===== config.mk =====
export PLATFORM = sky130hd
export DESIGN_NAME = dly_tap_ctrl_flat
export DESIGN_NICKNAME = d
export VERILOG_FILES = /design/src/rtl/dly_tap_ctrl_pkg.sv /design/src/rtl/dly_tap_ctrl_if.sv /design/src/rtl/dly_settle_timer.sv /design/src/rtl/dly_tap_ctrl.sv /design/src/flat_wrapper.sv
export SDC_FILE = /design/constraint.sdc
export NUM_CORES = 1
export LEC_CHECK = 0
export ABC_CLOCK_PERIOD_IN_PS = 2400
export CORE_UTILIZATION = 35
export DETAILED_ROUTE_END_ITERATION = 8
export GPL_TIMING_DRIVEN = 0
export PLACE_DENSITY = 0.7
export SLEW_MARGIN = 40
export SYNTH_ARGS = -nofsm -noshare
export SYNTH_HDL_FRONTEND = slang
export SYNTH_SLANG_ARGS = --single-unit

===== constraint.sdc =====
create_clock -name CLK_IN -period 2.4 [get_ports CLK_IN]
set_input_delay 0.48 -clock CLK_IN [delete_from_list [all_inputs] [get_ports CLK_IN]]
set_output_delay 0.48 -clock CLK_IN [all_outputs]
set_load 0.02 [all_outputs]

===== src/rtl/dly_tap_ctrl_pkg.sv =====
// Shared types and widths for the I_DELAY tap sequencer.
// Optional timeout logic in dly_tap_ctrl is enabled by DLY_TAP_CTRL_TIMEOUT_EN.
package dly_tap_ctrl_pkg;

    localparam int TAP_W    = 6;
    localparam int TAP_MAX  = 63;
    localparam int SETTLE_W = 4;

    typedef enum logic [2:0] {
        IDLE,
        LOAD,
        SETTLE,
        COMPARE,
        ADJ
    } state_e;

endpackage


===== src/rtl/dly_tap_ctrl_if.sv =====
// Request and I_DELAY-side signals of the tap sequencer.
// master = calibration logic plus primitive feedback, slave = dly_tap_ctrl.
interface dly_tap_ctrl_if;
    import dly_tap_ctrl_pkg::*;

    logic             START;
    logic             LOAD_FIRST;
    logic [TAP_W-1:0] TARGET_TAP;
    logic [TAP_W-1:0] DLY_TAP_VALUE;
    logic             DLY_LOAD;
    logic             DLY_ADJ;
    logic             DLY_INCDEC;
    logic             BUSY;
    logic             DONE;
    logic             ERROR;

    modport master (
        output START, LOAD_FIRST, TARGET_TAP, DLY_TAP_VALUE,
        input  DLY_LOAD, DLY_ADJ, DLY_INCDEC, BUSY, DONE, ERROR
    );

    modport slave (
        input  START, LOAD_FIRST, TARGET_TAP, DLY_TAP_VALUE,
        output DLY_LOAD, DLY_ADJ, DLY_INCDEC, BUSY, DONE, ERROR
    );

endinterface


===== src/rtl/dly_settle_timer.sv =====
// Loadable down-counter; done is high while the count sits at zero.
module dly_settle_timer
    import dly_tap_ctrl_pkg::*;
(
    input  logic                clk,
    input  logic                rst,
    input  logic                load,
    input  logic [SETTLE_W-1:0] load_val,
    output logic                done
);

    logic [SETTLE_W-1:0] cnt_d, cnt_q;

    always_comb begin
        cnt_d = cnt_q;
        if (load) begin
            cnt_d = load_val;
        end else if (cnt_q != '0) begin
            cnt_d = cnt_q - SETTLE_W'(1);
        end
    end

    always_ff @(posedge clk or posedge rst) begin
        if (rst) begin
            cnt_q <= '0;
        end else begin
            cnt_q <= cnt_d;
        end
    end

    assign done = (cnt_q == '0);

endmodule


===== src/rtl/dly_tap_ctrl.sv =====
// Walks an I_DELAY tap to a requested target using LOAD/ADJ pulses and tap feedback.
// Define DLY_TAP_CTRL_TIMEOUT_EN to add the MAX_STEPS step budget and ERROR pulse.
//
// state   | meaning
// IDLE    | waiting for START
// LOAD    | DLY_LOAD high for one cycle
// SETTLE  | outputs low, waiting SETTLE_CYCLES for the tap to update
// COMPARE | decide done / increment / decrement from DLY_TAP_VALUE
// ADJ     | DLY_ADJ high for one cycle
module dly_tap_ctrl
    import dly_tap_ctrl_pkg::*;
#(
    parameter int SETTLE_CYCLES = 2,
    parameter int MAX_STEPS     = 70
) (
    input  logic          CLK_IN,
    input  logic          RESET,
    dly_tap_ctrl_if.slave bus
);

    if (SETTLE_CYCLES < 2 || SETTLE_CYCLES > 15 || MAX_STEPS < 1) begin : g_bad_param
        $error("dly_tap_ctrl: SETTLE_CYCLES must be 2-15 and MAX_STEPS at least 1");
    end

    localparam logic [SETTLE_W-1:0] SETTLE_LOAD = SETTLE_W'(SETTLE_CYCLES - 1);

    state_e           state_d, state_q;
    logic [TAP_W-1:0] target_d, target_q;
    logic             load_d, load_q;
    logic             adj_d, adj_q;
    logic             incdec_d, incdec_q;
    logic             busy_d, busy_q;
    logic             done_d, done_q;
    logic             tmr_load, tmr_done;

`ifdef DLY_TAP_CTRL_TIMEOUT_EN
    localparam int STEP_W = $clog2(MAX_STEPS + 1);
    logic [STEP_W-1:0] step_d, step_q;
    logic              err_d, err_q;
`endif

    always_comb begin
        state_d  = state_q;
        target_d = target_q;
        load_d   = 1'b0;
        adj_d    = 1'b0;
        incdec_d = incdec_q;
        busy_d   = busy_q;
        done_d   = 1'b0;
`ifdef DLY_TAP_CTRL_TIMEOUT_EN
        step_d   = step_q;
        err_d    = 1'b0;
`endif
        case (state_q)
            IDLE: begin
                if (bus.START) begin
                    target_d = bus.TARGET_TAP;
                    busy_d   = 1'b1;
                    load_d   = bus.LOAD_FIRST;
                    state_d  = bus.LOAD_FIRST ? LOAD : SETTLE;
`ifdef DLY_TAP_CTRL_TIMEOUT_EN
                    step_d   = '0;
`endif
                end
            end
            LOAD: state_d = SETTLE;
            SETTLE: begin
                if (tmr_done) state_d = COMPARE;
            end
            COMPARE: begin
                if (bus.DLY_TAP_VALUE == target_q) begin
                    done_d  = 1'b1;
                    busy_d  = 1'b0;
                    state_d = IDLE;
`ifdef DLY_TAP_CTRL_TIMEOUT_EN
                end else if (step_q == STEP_W'(MAX_STEPS)) begin
                    err_d   = 1'b1;
                    busy_d  = 1'b0;
                    state_d = IDLE;
`endif
                end else begin
                    // direction is registered together with the ADJ rise and held until the next compare
                    incdec_d = (bus.DLY_TAP_VALUE < target_q);
                    adj_d    = 1'b1;
                    state_d  = ADJ;
`ifdef DLY_TAP_CTRL_TIMEOUT_EN
                    step_d   = step_q + STEP_W'(1);
`endif
                end
            end
            ADJ: state_d = SETTLE;
            default: state_d = IDLE;
        endcase
    end

    // reload the settle count only on entry, so the wait restarts after every pulse
    assign tmr_load = (state_d == SETTLE) && (state_q != SETTLE);

    dly_settle_timer u_settle (
        .clk      (CLK_IN),
        .rst      (RESET),
        .load     (tmr_load),
        .load_val (SETTLE_LOAD),
        .done     (tmr_done)
    );

    always_ff @(posedge CLK_IN or posedge RESET) begin
        if (RESET) begin
            state_q  <= IDLE;
            target_q <= '0;
            load_q   <= 1'b0;
            adj_q    <= 1'b0;
            incdec_q <= 1'b0;
            busy_q   <= 1'b0;
            done_q   <= 1'b0;
`ifdef DLY_TAP_CTRL_TIMEOUT_EN
            step_q   <= '0;
            err_q    <= 1'b0;
`endif
        end else begin
            state_q  <= state_d;
            target_q <= target_d;
            load_q   <= load_d;
            adj_q    <= adj_d;
            incdec_q <= incdec_d;
            busy_q   <= busy_d;
            done_q   <= done_d;
`ifdef DLY_TAP_CTRL_TIMEOUT_EN
            step_q   <= step_d;
            err_q    <= err_d;
`endif
        end
    end

    assign bus.DLY_LOAD   = load_q;
    assign bus.DLY_ADJ    = adj_q;
    assign bus.DLY_INCDEC = incdec_q;
    assign bus.BUSY       = busy_q;
    assign bus.DONE       = done_q;
`ifdef DLY_TAP_CTRL_TIMEOUT_EN
    assign bus.ERROR      = err_q;
`else
    assign bus.ERROR      = 1'b0;
`endif

endmodule

===== src/flat_wrapper.sv =====
// flat-port wrapper written by rule: the top's interface ports become plain ports
module dly_tap_ctrl_flat import dly_tap_ctrl_pkg::*;
#(
    parameter int SETTLE_CYCLES = 2,
    parameter int MAX_STEPS     = 70
)
  (CLK_IN, RESET, bus_START, bus_LOAD_FIRST, bus_TARGET_TAP, bus_DLY_TAP_VALUE, bus_DLY_LOAD, bus_DLY_ADJ, bus_DLY_INCDEC, bus_BUSY, bus_DONE, bus_ERROR);
  dly_tap_ctrl_if bus_i ();
  input  logic CLK_IN;
  input  logic RESET;
  input wire logic [$bits(bus_i.START)-1:0] bus_START;
  input wire logic [$bits(bus_i.LOAD_FIRST)-1:0] bus_LOAD_FIRST;
  input wire logic [$bits(bus_i.TARGET_TAP)-1:0] bus_TARGET_TAP;
  input wire logic [$bits(bus_i.DLY_TAP_VALUE)-1:0] bus_DLY_TAP_VALUE;
  output wire logic [$bits(bus_i.DLY_LOAD)-1:0] bus_DLY_LOAD;
  output wire logic [$bits(bus_i.DLY_ADJ)-1:0] bus_DLY_ADJ;
  output wire logic [$bits(bus_i.DLY_INCDEC)-1:0] bus_DLY_INCDEC;
  output wire logic [$bits(bus_i.BUSY)-1:0] bus_BUSY;
  output wire logic [$bits(bus_i.DONE)-1:0] bus_DONE;
  output wire logic [$bits(bus_i.ERROR)-1:0] bus_ERROR;
  assign bus_i.START = bus_START;
  assign bus_i.LOAD_FIRST = bus_LOAD_FIRST;
  assign bus_i.TARGET_TAP = bus_TARGET_TAP;
  assign bus_i.DLY_TAP_VALUE = bus_DLY_TAP_VALUE;
  assign bus_DLY_LOAD = bus_i.DLY_LOAD;
  assign bus_DLY_ADJ = bus_i.DLY_ADJ;
  assign bus_DLY_INCDEC = bus_i.DLY_INCDEC;
  assign bus_BUSY = bus_i.BUSY;
  assign bus_DONE = bus_i.DONE;
  assign bus_ERROR = bus_i.ERROR;
  dly_tap_ctrl #(.SETTLE_CYCLES(SETTLE_CYCLES), .MAX_STEPS(MAX_STEPS)) u_core (.CLK_IN(CLK_IN), .RESET(RESET), .bus(bus_i));
endmodule

==> impl_metrics.tcl <==
set metrics [dict create \
    status "completed" \
    initial_core_util_pct 37.0 \
    layout_commonest_cell "clkdlybuf4s50_1" \
    netlist_area_um2 916 \
    synth_nets 111 \
    synth-edff-count 0 \
    grt_usage_pct 13.2 \
    rsz0062_at_grt "false" \
    hold_depth 2 \
    htreeDepth 1 \
    dr.pass1.iters 4 \
    ctsResizeCount 0 \
    clock_skew_ns 0.00301 \
    multi_input_area_um2 402 \
    switching_share_pct 36.3 \
    fin_nets 136 \
    p_seq_share_pct 39.8 \
    min_period_over_period_pct 72.7 \
    final_cell_mix "20 x clkdlybuf4s50_1, 18 x dfrtp_1, 12 x inv_1, 8 x nand2_1" \
    avgRoutedWirePerCell_um 11.5 \
    r2r_cells 6 \
    ys_ff_latch 18 \
    ys_warn_count 0 \
    fill_cells 239 \
    timing.rr.end "u_core.bus.DLY_INCDEC$_DFFE_PP0N_" \
    p_total_w 0.00128 \
    area.growth.synth_to_final_pct 29.9 \
    min_from "u_core.bus.BUSY$_DFFE_PP0P_" \
    synthArstFlopShare_pct 100 \
    hold_viol 0 \
    setup_violations 0 \
    setup_tns_ns 0 \
    drv_cap 0 \
    hp-class "reg -> reg" \
    p_int_w 0.000815 \
    drc 0 \
    path_buf_inv 1 \
    vias_per_cell 4.73 \
    postRouteWirelength_mm 1.63 \
    worstReg2RegStart "u_core.target_q[3]$_DFFE_PP0P_" \
    startpoint_type "flip-flop" \
    clock_latency_ns 0.30 \
    clock_sinks 18 \
    num_antenna_cells 0 \
    root_buffer "clkbuf_4" \
    hold_end "u_core.bus.BUSY$_DFFE_PP0P_" \
    seq_area_frac_synth_pct 49.2 \
    min_period_ns 1.75 \
    combPwrFrac_pct 45.4 \
    clockPowerShare_pct 14.8 \
    design.die.area_um2 2830 \
    vias 671 \
    drt_iter0_drc 6 \
    grt_max_degree 19 \
    die_h_um 53.2 \
    clockBufferDepth 2 \
    slowest_stage "clkdlybuf4s50_1" \
    dieWidth_um 53.2 \
    worst_pin_slew_ns 0.663 \
    path_delay_family "buffers and inverters" \
    synth_flop_cell "dfrtp_1" \
    rows 18 \
    tritoncts "built" \
    clk_pin_slew_ns 0.10 \
    grt_antenna_before_repair 0 \
    rrSetupSlack_ns 1.01 \
    synth_cell_types 31 \
    worstSetupPathType "reg -> out" \
    maxSlewViolCount 0 \
    leakagePower_nw 0.548 \
    grt_overflow 0 \
    irDropWorstVdd_uv 458 \
    worstPathCellList "clkdlybuf4s50_1" \
    cp_data_arrival_time_ns 1.27 \
    post_cts_buffers 0 \
    io_buffers 20 \
    power.density_nw_per_um2 1070 \
    postCtsHoldBufs 0 \
    cp-end-kind "primary output" \
    p_switching_w 0.000464 \
    setup_slack_ns 0.655 \
    cts_made_buffers 3 \
    syn-mean-instance-area_um2 10.4 \
    core_area_um2 2480 \
    slew-limit-headroom_pct 55.7 \
    crit_path_max_incr_delay_ns 0.61 \
    required_ns 1.92 \
    register_area_um2 450 \
    io_pins 22 \
    synth_cells 88 \
    detailedPlace.worstSlack_ns 0.438 \
    dpl.hpwl_mm 1.33 \
    grt_pass1_wl_mm 2.58 \
    first_global_vias 648 \
    fmax_mhz 573 \
    ant_nets 0 \
    drive_above_1_share_pct 13.4 \
    critPathMaxFanout 2 \
    gp_congestion 0.758 \
]
-- worst max-delay path by stage --
stage | startpoint | endpoint | depth (start not counted)
finish | u_core.bus.DLY_INCDEC$_DFFE_PP0N_ | bus_DLY_INCDEC | 1
global route | u_core.bus.BUSY$_DFFE_PP0P_ | bus_BUSY | 1
CTS | u_core.bus.DLY_INCDEC$_DFFE_PP0N_ | bus_DLY_INCDEC | 1
detailed placement | bus_DLY_TAP_VALUE[0] | u_core.bus.DLY_INCDEC$_DFFE_PP0N_ | 7
global placement | bus_DLY_TAP_VALUE[0] | u_core.bus.DLY_INCDEC$_DFFE_PP0N_ | 7
floorplan | bus_DLY_TAP_VALUE[3] | u_core.bus.DLY_INCDEC$_DFFE_PP0N_ | 5
-- layout make-up --
type | instances | share of cell area, %
clock buffer | 4 | 3.05
sequential | 18 | 37.9
inverter | 12 | 3.79
tap | 30 | 3.15
buffer | 2 | 1.58
multi-input combinational | 56 | 33.8
timing repair buffer | 20 | 16.8
-- logic make-up (layout without fill, tap and decap cells) --
logic type                 Yosys count  count (layout)  synth area share (%)
and+or+nand+nor                     26              26                  14.2
AOI/OAI and AO/OA                   18              18                  15.2
DFF                                 18              18                  49.2
buffers and inverters               14              38                  6.97
adders and majority gates            8               8                  10.7
muxes                                2               2                  2.46
other                                1               1                 0.409
xor gates and xnor gates             1               1                 0.956
-- through the flow --
step	area (um2)	hold slack [ns]	utilization [%]	instances
2_1_floorplan	916	0.419	-	88
3_3_place_gp	1150	0.478	46.6	138
3_5_place_dp	1150	0.488	46.6	138
4_1_cts	1190	0.513	48.0	142
5_1_grt	1190	0.562	48.0	142
6_report	1190	0.505	48.0	142
-- flip-flops by register name, indices dropped and copies added, names as in the netlist --
signal	count
u_core.bus.BUSY	1
u_core.bus.DONE	1
u_core.bus.DLY_INCDEC	1
u_core.state_q	3
u_core.u_settle.cnt_q	4
u_core.target_q	6
u_core.bus.DLY_LOAD	1
u_core.bus.DLY_ADJ	1
-- per-layer routing --
metal	wire length [um]	global-route usage, %
met2	876	25.1
met5	0	0
met3	47	1.72
met1	679	13.5
met4	27	7.89
-- Yosys cell counts, drive strengths merged, types with 2 or more instances --
cell	instances	area [um2]
a21oi	4	20.0
buf	2	18.8
dfrtp	18	450
ha	7	87.6
inv	12	45.0
mux2	2	22.5
nand2	8	30.0
nand2b	2	12.5
nor2	7	26.3
nor3	3	20.0
o21ai	5	25.0
o21ba	2	26.3
-- power by group through the flow --
stage	Combinational (W)	Sequential, W	Clock [W]
2_1_floorplan	0.000411	0.000524	0
3_3_place_gp	0.000559	0.000508	0
3_5_place_dp	0.000592	0.000515	0
4_1_cts	0.000594	0.000508	0.000195
5_1_grt	0.000655	0.000523	0.000210
6_report	0.000581	0.000509	0.000189
(Power assumes the default switching activity.)
